## src/rtl/dma_write_fifo_pkg.sv

```systemverilog
// Shared types and constants for the DMA write-command path.
package dma_pkg;

  localparam int unsigned ADDR_W = 32;
  localparam int unsigned DATA_W = 32;

  // One CPU write command: address in the upper half, data in the lower half.
  typedef struct packed {
    logic [ADDR_W-1:0] addr;
    logic [DATA_W-1:0] data;
  } dma_entry_t;

  localparam int unsigned ENTRY_W = $bits(dma_entry_t);

  // Status LED bit positions.
  localparam int unsigned LED_W         = 12;
  localparam int unsigned LED_OCC_W     = 8;
  localparam int unsigned LED_FULL      = 8;
  localparam int unsigned LED_EMPTY     = 9;
  localparam int unsigned LED_PHASE     = 10;
  localparam int unsigned LED_UNDERFLOW = 11;

  // Stream pairing phase: next accepted word is an address or a data word.
  typedef enum logic {
    PH_ADDR = 1'b0,
    PH_DATA = 1'b1
  } phase_e;

endpackage

```

## src/rtl/dma_write_fifo_if.sv

```systemverilog
// Stream-in / command-out bundle of the DMA write FIFO.
interface dma_write_fifo_if;
  import dma_pkg::*;

  logic [DATA_W-1:0]  s_tdata;
  logic [3:0]         s_tkeep;
  logic               s_tlast;
  logic               s_tvalid;
  logic               s_tready;
  logic               dma_re;
  logic [ENTRY_W-1:0] dma_out;
  logic               dma_r_enable;
  logic [LED_W-1:0]   led;

  // Producer of the stream and consumer of the commands.
  modport master (
    output s_tdata, s_tkeep, s_tlast, s_tvalid, dma_re,
    input  s_tready, dma_out, dma_r_enable, led
  );

  // The FIFO block itself.
  modport slave (
    input  s_tdata, s_tkeep, s_tlast, s_tvalid, dma_re,
    output s_tready, dma_out, dma_r_enable, led
  );

endinterface

```

## src/rtl/dma_write_fifo_sync_fifo.sv

```systemverilog
// Synchronous FIFO with occupancy counter and a registered read port.
module sync_fifo #(
  parameter int unsigned WIDTH = 64,
  parameter int unsigned DEPTH = 64,
  parameter int unsigned CNT_W = $clog2(DEPTH) + 1
) (
  input  logic             clk,
  input  logic             nreset,
  input  logic             clr,
  input  logic             wr_en,
  input  logic [WIDTH-1:0] wr_data,
  input  logic             rd_en,
  output logic [WIDTH-1:0] rd_data,
  output logic             full,
  output logic             empty,
  output logic [CNT_W-1:0] count
);

  localparam int unsigned AW = $clog2(DEPTH);

  logic [WIDTH-1:0] mem [DEPTH];
  logic [AW-1:0]    wr_ptr;
  logic [AW-1:0]    rd_ptr;
  logic             wr;
  logic             rd;

  assign full  = (count == CNT_W'(DEPTH));
  assign empty = (count == '0);
  assign wr    = wr_en && !full  && !clr;
  assign rd    = rd_en && !empty && !clr;

  // Storage array; written only on an accepted push.
  always_ff @(posedge clk) begin
    if (wr) mem[wr_ptr] <= wr_data;
  end

  // Pointers and occupancy; clear has priority over push and pop.
  always_ff @(posedge clk or negedge nreset) begin
    if (!nreset) begin
      wr_ptr <= '0;
      rd_ptr <= '0;
      count  <= '0;
    end else if (clr) begin
      wr_ptr <= '0;
      rd_ptr <= '0;
      count  <= '0;
    end else begin
      if (wr) wr_ptr <= wr_ptr + AW'(1);
      if (rd) rd_ptr <= rd_ptr + AW'(1);
      case ({wr, rd})
        2'b10:   count <= count + CNT_W'(1);
        2'b01:   count <= count - CNT_W'(1);
        default: count <= count;
      endcase
    end
  end

  // Registered head read; holds its value when no pop happens.
  always_ff @(posedge clk or negedge nreset) begin
    if (!nreset)  rd_data <= '0;
    else if (rd)  rd_data <= mem[rd_ptr];
  end

endmodule

```

## src/rtl/dma_write_fifo.sv

```systemverilog
// Pairs address/data stream words into write commands, buffers them and
// hands them to the CPU write port one per pop.
module dma_write_fifo
  import dma_pkg::*;
#(
  parameter int unsigned DEPTH = 64,
  parameter int unsigned CNT_W = $clog2(DEPTH) + 1
) (
  input  logic             clk,
  input  logic             nreset,
  input  logic             fifo_reset,
  dma_write_fifo_if.slave  bus
);

  phase_e             ph;
  phase_e             ph_next;
  logic [ADDR_W-1:0]  addr_hold;
  logic               addr_load;
  logic               push;
  logic               s_ready;
  logic               full;
  logic               empty;
  logic [CNT_W-1:0]   count;
  logic               r_enable;
  logic               underflow;
  logic [LED_W-1:0]   led;
  dma_entry_t         wr_entry;
  logic [ENTRY_W-1:0] rd_data;
  logic               unused_tkeep;

  assign unused_tkeep = ^bus.s_tkeep;

  // Pairing phase register.
  always_ff @(posedge clk or negedge nreset) begin
    if (!nreset) ph <= PH_ADDR;
    else         ph <= ph_next;
  end

  // Handshake and pairing decisions; tlast always returns to the address phase.
  always_comb begin
    ph_next   = ph;
    addr_load = 1'b0;
    push      = 1'b0;
    s_ready   = !(((ph == PH_DATA) && full) || fifo_reset);
    if (fifo_reset) begin
      ph_next = PH_ADDR;
    end else if (bus.s_tvalid && s_ready) begin
      case (ph)
        PH_ADDR: begin
          addr_load = 1'b1;
          ph_next   = bus.s_tlast ? PH_ADDR : PH_DATA;
        end
        PH_DATA: begin
          push    = 1'b1;
          ph_next = PH_ADDR;
        end
        default: ph_next = PH_ADDR;
      endcase
    end
  end

  // Address holding register.
  always_ff @(posedge clk or negedge nreset) begin
    if (!nreset)         addr_hold <= '0;
    else if (fifo_reset) addr_hold <= '0;
    else if (addr_load)  addr_hold <= bus.s_tdata;
  end

  assign wr_entry = '{addr: addr_hold, data: bus.s_tdata};

  sync_fifo #(
    .WIDTH (ENTRY_W),
    .DEPTH (DEPTH),
    .CNT_W (CNT_W)
  ) u_fifo (
    .clk     (clk),
    .nreset  (nreset),
    .clr     (fifo_reset),
    .wr_en   (push),
    .wr_data (wr_entry),
    .rd_en   (bus.dma_re),
    .rd_data (rd_data),
    .full    (full),
    .empty   (empty),
    .count   (count)
  );

  // Pop strobe follows a successful pop by one cycle; sticky underflow flag.
  always_ff @(posedge clk or negedge nreset) begin
    if (!nreset) begin
      r_enable  <= 1'b0;
      underflow <= 1'b0;
    end else if (fifo_reset) begin
      r_enable  <= 1'b0;
      underflow <= 1'b0;
    end else begin
      r_enable <= bus.dma_re && !empty;
      if (bus.dma_re && empty) underflow <= 1'b1;
    end
  end

  // Status bits straight from registered state.
  always_comb begin
    led                  = '0;
    led[LED_OCC_W-1:0]   = LED_OCC_W'(count);
    led[LED_FULL]        = full;
    led[LED_EMPTY]       = empty;
    led[LED_PHASE]       = (ph == PH_DATA);
    led[LED_UNDERFLOW]   = underflow;
  end

  assign bus.s_tready     = s_ready;
  assign bus.dma_out      = rd_data;
  assign bus.dma_r_enable = r_enable;
  assign bus.led          = led;

endmodule

```

## src/flat_wrapper.sv

```systemverilog
// flat-port wrapper written by rule: the top's interface ports become plain ports
module dma_write_fifo_flat import dma_pkg::*;
#(
  parameter int unsigned DEPTH = 64,
  parameter int unsigned CNT_W = $clog2(DEPTH) + 1
)
  (clk, nreset, fifo_reset, bus_s_tdata, bus_s_tkeep, bus_s_tlast, bus_s_tvalid, bus_dma_re, bus_s_tready, bus_dma_out, bus_dma_r_enable, bus_led);
  dma_write_fifo_if bus_i ();
  input  logic clk;
  input  logic nreset;
  input  logic fifo_reset;
  input wire logic [$bits(bus_i.s_tdata)-1:0] bus_s_tdata;
  input wire logic [$bits(bus_i.s_tkeep)-1:0] bus_s_tkeep;
  input wire logic [$bits(bus_i.s_tlast)-1:0] bus_s_tlast;
  input wire logic [$bits(bus_i.s_tvalid)-1:0] bus_s_tvalid;
  input wire logic [$bits(bus_i.dma_re)-1:0] bus_dma_re;
  output wire logic [$bits(bus_i.s_tready)-1:0] bus_s_tready;
  output wire logic [$bits(bus_i.dma_out)-1:0] bus_dma_out;
  output wire logic [$bits(bus_i.dma_r_enable)-1:0] bus_dma_r_enable;
  output wire logic [$bits(bus_i.led)-1:0] bus_led;
  assign bus_i.s_tdata = bus_s_tdata;
  assign bus_i.s_tkeep = bus_s_tkeep;
  assign bus_i.s_tlast = bus_s_tlast;
  assign bus_i.s_tvalid = bus_s_tvalid;
  assign bus_i.dma_re = bus_dma_re;
  assign bus_s_tready = bus_i.s_tready;
  assign bus_dma_out = bus_i.dma_out;
  assign bus_dma_r_enable = bus_i.dma_r_enable;
  assign bus_led = bus_i.led;
  dma_write_fifo #(.DEPTH(DEPTH), .CNT_W(CNT_W)) u_core (.clk(clk), .nreset(nreset), .fifo_reset(fifo_reset), .bus(bus_i));
endmodule
```

## config.mk

```make
export PLATFORM = sky130hd
export DESIGN_NAME = dma_write_fifo_flat
export DESIGN_NICKNAME = d
export VERILOG_FILES = /design/src/rtl/dma_write_fifo_pkg.sv /design/src/rtl/dma_write_fifo_if.sv /design/src/rtl/dma_write_fifo_sync_fifo.sv /design/src/rtl/dma_write_fifo.sv /design/src/flat_wrapper.sv
export SDC_FILE = /design/constraint.sdc
export NUM_CORES = 2
export LEC_CHECK = 0
export BUFFER_PORTS_ARGS = -buffer_cell sky130_fd_sc_hd__buf_2
export CORE_ASPECT_RATIO = 0.75
export CORE_MARGIN = 10
export CORE_UTILIZATION = 35
export CTS_BUF_LIST = sky130_fd_sc_hd__clkbuf_4 sky130_fd_sc_hd__clkbuf_8
export DETAILED_ROUTE_END_ITERATION = 7
export HOLD_SLACK_MARGIN = 0.15
export PLACE_DENSITY_LB_ADDON = 0.08
export SLEW_MARGIN = 20
export SYNTH_ARGS = -nofsm -noshare
export SYNTH_HDL_FRONTEND = slang
export SYNTH_SLANG_ARGS = --single-unit
```

## constraint.sdc

```tcl
create_clock -name clk -period 6.06 [get_ports clk]
set_clock_uncertainty 0.1 [all_clocks]
set_input_delay 0 -clock clk [delete_from_list [all_inputs] [get_ports clk]]
set_output_delay 0 -clock clk [all_outputs]
set_load 0.02 [all_outputs]
```

======== Yosys cells after proc, flatten, opt, wreduce, memory -nomap -nowiden ========
Memory sizes are Yosys's and may differ from the RTL's. A register that Yosys moved wholly into a read port is not among the register bits.
Cells that the tools add are included.
cells by class
  shift operators ......................... 0
  reduce and logical (&&, ||, !) cells .... 20
  $mul .................................... 0
  add/sub/neg operators ................... 4
  muxes and demuxes ....................... 23
  bitwise operators ....................... 1
  order comparisons ....................... 0
  equality and inequality tests ........... 3
  div/mod/pow operators ................... 0
operators by type and width
  cell                                                                 number
  32-bit 2-to-1 mux                                                    2
  6-bit 2-to-1 mux                                                     4
  1-bit 2-to-1 mux                                                     14
  7-bit case mux with 2 select lines                                   1
  6-bit by 1-bit adder with 6-bit output (second input constant)       2
  2-bit nonzero test                                                   5
  7-bit by 1-bit adder with 7-bit output (second input constant)       1
  7-bit == test (second input constant)                                1
  1-bit logical AND                                                    7
  7-bit zero test                                                      1
  7-bit 2-to-1 mux                                                     1
  7-bit by 1-bit subtractor with 7-bit output (second input constant)  1
  1-bit zero test                                                      5
  3-bit nonzero test                                                   1
  2-bit by 1-bit == test with 1-bit output (second input constant)     1
  2-bit == test (second input constant)                                1
  1-bit case mux with 2 select lines                                   1
  1-bit logical OR                                                     1
  1-bit inverter                                                       1
storage, ports and cells
  bits in read-only memories .............. 0
  bits in registers ....................... 54
  latch bits .............................. 0
  memories ................................ 1
  RAM bits ................................ 4096
memories
  name               words  bits a word  read ports  clocked after memory_dff  write ports  RTL line                        source
  u_core.u_fifo.mem  64     64           1           1                         1            dma_write_fifo_sync_fifo.sv:21  logic [WIDTH-1:0] mem [DEPTH];

======== Depth between registers and ports, before layout ========
  depth after elaboration ................. 12
  mapped depth ............................ 11

======== By module ========
A second synthesis with hierarchy kept.
second synthesis, totals
  cell total of the unflattened synthesis .. 7559
  area, all modules ....................... 161213.4 um^2
by module, submodules not included
  module          cells each  times used  area each (um^2)
  sync_fifo       7396        1           159310.3
  dma_write_fifo  163         1           1903.1

======== Least setup slack after synthesis ========
OpenSTA, ideal clock, no wires.
  path kind ............................... flip-flop to flip-flop
  start ................................... register u_core.u_fifo.count[1]
  end ..................................... memory u_core.u_fifo.mem[59][0], enable pin
  path buffers ............................ 1
  stages on the path, launching flop included .. 7
  data arrival time ....................... 4215 ps
  path slack .............................. 1259 ps
  cells stage by stage .................... dfrtp_1 -> nor2_1 -> and3_1 -> clkbuf_1 -> nor3_1 -> nand3_1 -> nor2_1
on the way
  cells in the longest elaborated chain, start to end .. 11
  elaborated cells between the ends (all ways) .. 12
  classes of those cells .................. eq/ne: 1; mux: 4; reduce/logical: 7
ends and longest elaborated chain
  item                                        RTL line                        source
  start, declared                             dma_write_fifo_sync_fifo.sv:16  output logic [CNT_W-1:0] count
  start signal, assigned                      dma_write_fifo_sync_fifo.sv:51  2'b10: count <= count + CNT_W'(1);
  start signal, assigned                      dma_write_fifo_sync_fifo.sv:52  2'b01: count <= count - CNT_W'(1);
  start signal, assigned                      dma_write_fifo_sync_fifo.sv:53  default: count <= count;
  7-bit == test (*)                           dma_write_fifo_sync_fifo.sv:27  assign full = (count == CNT_W'(DEPTH));
  net u_core.full                             dma_write_fifo.sv:21            logic full;
  1-bit logical AND                           dma_write_fifo.sv:44            s_ready = !(((ph == PH_DATA) && full) || fifo_reset);
  1-bit logical OR                            dma_write_fifo.sv:44
  1-bit zero test                             dma_write_fifo.sv:44
  1-bit logical AND                           dma_write_fifo.sv:47            end else if (bus.s_tvalid && s_ready) begin
  1-bit 2-to-1 mux                            dma_write_fifo.sv:47
  1-bit 2-to-1 mux                            dma_write_fifo.sv:45            if (fifo_reset) begin
  1-bit logical AND (*) (2 in a row)          dma_write_fifo_sync_fifo.sv:29  assign wr = wr_en && !full && !clr;
  1-bit 2-to-1 mux (*)                        dma_write_fifo_sync_fifo.sv:34  if (wr) mem[wr_ptr] <= wr_data;
  1-bit 2-to-1 mux (implied by the code) (*)  dma_write_fifo_sync_fifo.sv:34
  end, declared                               dma_write_fifo_sync_fifo.sv:21
The timed path passes the listed nets; every way through them passes the cells marked *.

======== Worst setup path in the final report ========
  start ................................... input port fifo_reset
  end ..................................... memory u_core.u_fifo.mem[53][54], enable pin
on the way
  cells in the longest elaborated chain, start to end .. 9
  elaborated cells between the ends (all ways) .. 10
  classes of those cells .................. mux: 4; reduce/logical: 6
ends and longest elaborated chain
  item                                        RTL line                        source
  start, declared                             flat_wrapper.sv:11              input logic fifo_reset;
  1-bit logical OR                            dma_write_fifo.sv:44
  1-bit zero test                             dma_write_fifo.sv:44
  1-bit logical AND                           dma_write_fifo.sv:47
  1-bit 2-to-1 mux                            dma_write_fifo.sv:47
  1-bit 2-to-1 mux                            dma_write_fifo.sv:45
  1-bit logical AND                           dma_write_fifo_sync_fifo.sv:29
  1-bit logical AND (*)                       dma_write_fifo_sync_fifo.sv:29
  1-bit 2-to-1 mux (*)                        dma_write_fifo_sync_fifo.sv:34
  1-bit 2-to-1 mux (implied by the code) (*)  dma_write_fifo_sync_fifo.sv:34
Mark *: on every way between the ends. The rest lies on a longest branch, timed or not.

==> tab_implementation.tex <==
\begin{tabular}{lr}
\hline
Metric & Value \\
\hline
\multicolumn{2}{l}{\textbf{Status}} \\
\quad Run status & complete, no violations \\
\multicolumn{2}{l}{\textbf{Timing}} \\
\quad Maximum achievable frequency & 0.220 GHz \\
\quad Sum of negative setup slack & 0 ns \\
\quad Total setup violations reported at the end of the flow & 0 \\
\quad Final-report max-slew violation count & 0 \\
\quad Clock period minus worst slack & 4.55 ns \\
\quad Period utilization & 75.0\% \\
\quad Setup repair after global routing missed its margin & false \\
\quad Slew Limit Headroom & between 20\% and 30\% \\
\quad Least-Margin Pin Slew & around 1.2 ns \\
\quad Smallest hold slack & between 0.3 and 0.4 ns \\
\quad Number of hold violations in the final report & 0 \\
\multicolumn{2}{l}{\textbf{Detailed routing}} \\
\quad Sum of routed wire length over all layers & roughly 530000 µm \\
\quad Number of vias in the routed layout & between 80000 and 90000 \\
\quad Detailed-router iteration count before antenna repair & 5 \\
\quad Average vias per placed instance & 5.49 \\
\quad DRT iter0 DRCs & roughly 8000 \\
\quad Drc violations & 0 \\
\quad Remaining antenna violation count & 0 \\
\quad Average detailed-routed wire length per instance & 35.1 µm \\
\multicolumn{2}{l}{\textbf{CTS}} \\
\quad Worst-skew pair later-pin latency & $\sim$1.3 ns \\
\quad Number of instances resized during post-cts repair & 0 \\
\quad CTS clk-pin slew, worst paths & 0.06 ns \\
\quad Clock Sink Count & around 4200 \\
\quad Root Driver & clkbuf\_8 \\
\quad Number of setup buffers added after CTS & 0 \\
\quad Number of buffers added by the clock tree synthesis step & $\sim$690 \\
\quad Buffers from clock root to sink, at most & 4 \\
\quad CTS tree & done \\
\quad Htree depth & 6 \\
\multicolumn{2}{l}{\textbf{Synth}} \\
\quad Post-Syn Area & 0.161 mm² \\
\quad Synthesized area divided by synthesized cell count & 21.1 µm² \\
\quad Cell type with the highest aggregate area in the netlist & edfxtp\_1 \\
\quad Number of synthesized flops with an enable pin & approximately 4000 \\
\quad Post-Synth XOR/XNOR Area & less than 1\% \\
\quad Post-Synthesis Cells & 7617 \\
\quad Primary flip-flop cell chosen by synthesis mapping & edfxtp\_1 \\
\quad Cell variety after synth & 60 \\
\quad Synthesized flop and latch total & approximately 4200 \\
\quad Total nets after synthesis & about 7700 \\
\quad Asr flop ratio synth & 2.80\% \\
\quad Yosys warns & 0 \\
\quad Sequential element share of the synthesized area & 78.4\% \\
\quad Post-synthesis share of cell area spent on full adders, half adders and majority gates & less than 1\% \\
\quad Synth top area cells & edfxtp\_1, mux4\_2, mux2i\_1 \\
\quad Fraction of the mapped netlist area in simple logic gates & $\sim$1.1\% \\
\quad Area fraction in compound gates after synthesis & 4.94\% \\
\quad Dominant combinational cell family by area after synthesis & multiplexers \\
\quad Post-synth top area share & approximately three quarters \\
\quad Proportion of synthesized area in mux cells & $\sim$14\% \\
\multicolumn{2}{l}{\textbf{Placed design}} \\
\quad Placed insts & approximately 14000 \\
\quad Area after detailed placement & about 0.17 mm² \\
\quad Number of input and output port buffers inserted & approximately 110 \\
\quad Detailed-placement wirelength estimate & about 280000 µm \\
\quad Routability congestion estimate & 0.741 \\
\multicolumn{2}{l}{\textbf{GRT}} \\
\quad Total Routing Usage GR & between 20\% and 30\% \\
\quad Antenna violations before repair & 35 \\
\quad Residual overflow from global routing & 0 \\
\quad Pin count of the biggest net entering global routing & between 100 and 150 \\
\quad Wire length of the first global-routing pass & 714000 µm \\
\quad Number of global-route vias before repair & 85042 \\
\multicolumn{2}{l}{\textbf{Worst setup path}} \\
\quad Arrival time reported for the critical path endpoint & roughly 5.3 ns \\
\quad Kind of end point of the critical path & flip-flop \\
\quad Maximum fanout encountered on the critical timing path & 20 \\
\quad Crit start category & input port \\
\quad Worst Setup Path Type & input port to flip-flop \\
\quad Endpoint required time on the critical path & between 6 and 7 ns \\
\multicolumn{2}{l}{\textbf{Floorplan}} \\
\quad Top-Level Pins & between 100 and 150 \\
\quad Starting utilization of the core area & between 30\% and 40\% \\
\quad Die H & approximately 610 µm \\
\quad Area of the die & slightly below 0.5 mm² \\
\quad Core footprint & around 0.46 mm² \\
\quad Number of rows in the core area & around 220 \\
\quad Die Wd & approximately 800 µm \\
\multicolumn{2}{l}{\textbf{Min path}} \\
\quad HP Class & input port to flip-flop \\
\multicolumn{2}{l}{\textbf{Final layout}} \\
\quad Cell area after layout & roughly 0.19 mm² \\
\quad Final non-filler cell total & $\sim$15000 \\
\quad Fill count & a little over 40000 \\
\quad Area growth from synthesis to layout & 15.4\% \\
\quad Final net count & roughly 8400 \\
\quad Share of final-layout standard cells stronger than drive strength 1 & about a quarter \\
\multicolumn{2}{l}{\textbf{Power}} \\
\quad Worst IR drop on VDD & 226 µV \\
\quad Static power due to leakage & 58.8 nW \\
\quad Power density cells & 382 mW/mm² \\
\multicolumn{2}{l}{\textbf{Flow run}} \\
\quad Maximum capacitance violations & 0 \\
\hline
\end{tabular}
==> sequential cells by signal, summed over array words and instances (netlist names) <==
name,flops
u_core.bus.dma_r_enable,1
u_core.u_fifo.count,7
u_core.ph,1
u_core.u_fifo.wr_ptr,6
u_core.addr_hold,32
u_core.underflow,1
u_core.u_fifo.rd_data,64
u_core.u_fifo.mem,4096
u_core.u_fifo.rd_ptr,6
==> report_power, final <==
group	total [mW]	switching, mW	internal, mW
combinational	13.1	7.08	5.99
clock	24.6	11.6	13.1
sequential	33.1	0.739	32.3
total	70.8	19.4	51.4
==> routing by layer <==
metal | track usage [%] | wire length, µm | up-vias
li1 | - | - | 33731
met1 | 29.9 | 238000 | 45252
met2 | 34.3 | 249000 | 2599
met3 | 3.09 | 27700 | 680
met4 | 4.54 | 10600 | 8
met5 | 0 | 51 | -
==> critical path: stages <==
cell and delay, ns:
dlygate4sd3_1 0.53, dlygate4sd3_1 0.55, buf_2 0.15, dlygate4sd3_1 0.89
nand3b_1 0.38, a31oi_1 0.20, buf_4 0.22, nand3_1 0.64
nor2_4 0.97, buf_4 0.62
==> per-stage QoR <==
step	power [mW]	setup WS [ns]	utilization, %
after global placement	46.9	1.93	37.3
after global routing	73.7	1.46	40.5
after floorplan	43.0	1.26	-
after CTS	71.8	1.59	40.5
after detailed placement	46.9	1.88	37.4
final	70.8	1.51	40.5
==> logic make-up (layout without fill, tap and decap cells) <==
family                     count (synthesis)  in the layout
AOI/OAI and AO/OA                       1019           1019
adders and majority gates                  8              8
and+or+nand+nor                          417            417
xor gates and xnor gates                   9              9
buffers and inverters                    470           1755
muxes                                   1479           1479
DFF                                     4214           4214
other                                      1             13
==> worst paths after layout <==
path,from,to,slack [ns],cells past startpoint
worst max-delay path,fifo_reset,u_core.u_fifo.mem[53][54],1.51,10
worst min-delay path,bus_s_tdata[8],u_core.u_fifo.mem[47][8],0.31,4
worst max register to register,u_core.u_fifo.rd_ptr[3],u_core.u_fifo.rd_data[2],1.88,7
worst min register to register,u_core.u_fifo.rd_data[33],u_core.u_fifo.rd_data[33],0.41,2
max in group asynchronous,nreset,u_core.addr_hold[16],3.86,7
min in group asynchronous,nreset,u_core.u_fifo.count[0],0.91,6
==> Yosys cell counts, drive strengths merged (2+ instances only) <==
| master | n |
|---|---|
| edfxtp | 4096 |
| mux2i | 774 |
| mux4 | 576 |
| a221oi | 256 |
| buf | 242 |
| clkbuf | 225 |
| o22ai | 192 |
| nor2 | 153 |
| nand2 | 147 |
| mux2 | 129 |
| a22o | 128 |
| a22oi | 128 |
| dfrtp | 118 |
| o21ai | 104 |
| nand3 | 70 |
| o211ai | 66 |
| a41o | 64 |
| o22a | 64 |
| nor2b | 9 |
| a21oi | 8 |
| ha | 7 |
| nand4 | 7 |
| xor2 | 5 |
| nor3 | 4 |
| xnor2 | 4 |
| and2 | 3 |
| inv | 3 |
| nand2b | 3 |
| nand3b | 3 |
| nand4bb | 3 |
| or3b | 3 |
| a211oi | 2 |
| nand4b | 2 |
| nor3b | 2 |
| or2 | 2 |
| or3 | 2 |
==> layout by cell type (no fill, tap or decap), types with 70 or more instances in the layout <==
master and n:
edfxtp_1 4096, mux2i_1 774, clkbuf_8 745, mux4_2 576, a221oi_1 256, clkbuf_4 245, buf_4 200, o22ai_1 192
nand2_1 147, mux2_2 128, a22oi_1 128, a22o_1 128, clkinv_1 128, buf_12 120, buf_2 112, dfrtp_1 97
dlygate4sd3_1 89, nor2_1 86, nand3_1 70
==> area by class of cell <==
type / count / area, µm² / share of cell area (%)
Antenna cell: 12 / 30.0 / 0.0162
Clock buffer: 989 / 12100 / 6.51
Clock inverter: 233 / 1360 / 0.732
Inverter: 3 / 11.3 / 0.00607
Multi-Input combinational cell: 2933 / 32700 / 17.7
Sequential cell: 4214 / 126000 / 68.0
Tap cell: 6076 / 7600 / 4.10
Timing Repair Buffer: 530 / 5570 / 3.00
==> what timing repair did <==
| item | in CTS | in global routing |
|---|---|---|
| setup endpoints to repair | 0 | 0 |
| hold buffers | 96 | 1 |
| hold endpoints to repair | 3028 | 19 |
No activity file was read; power rests on OpenSTA's default activity.
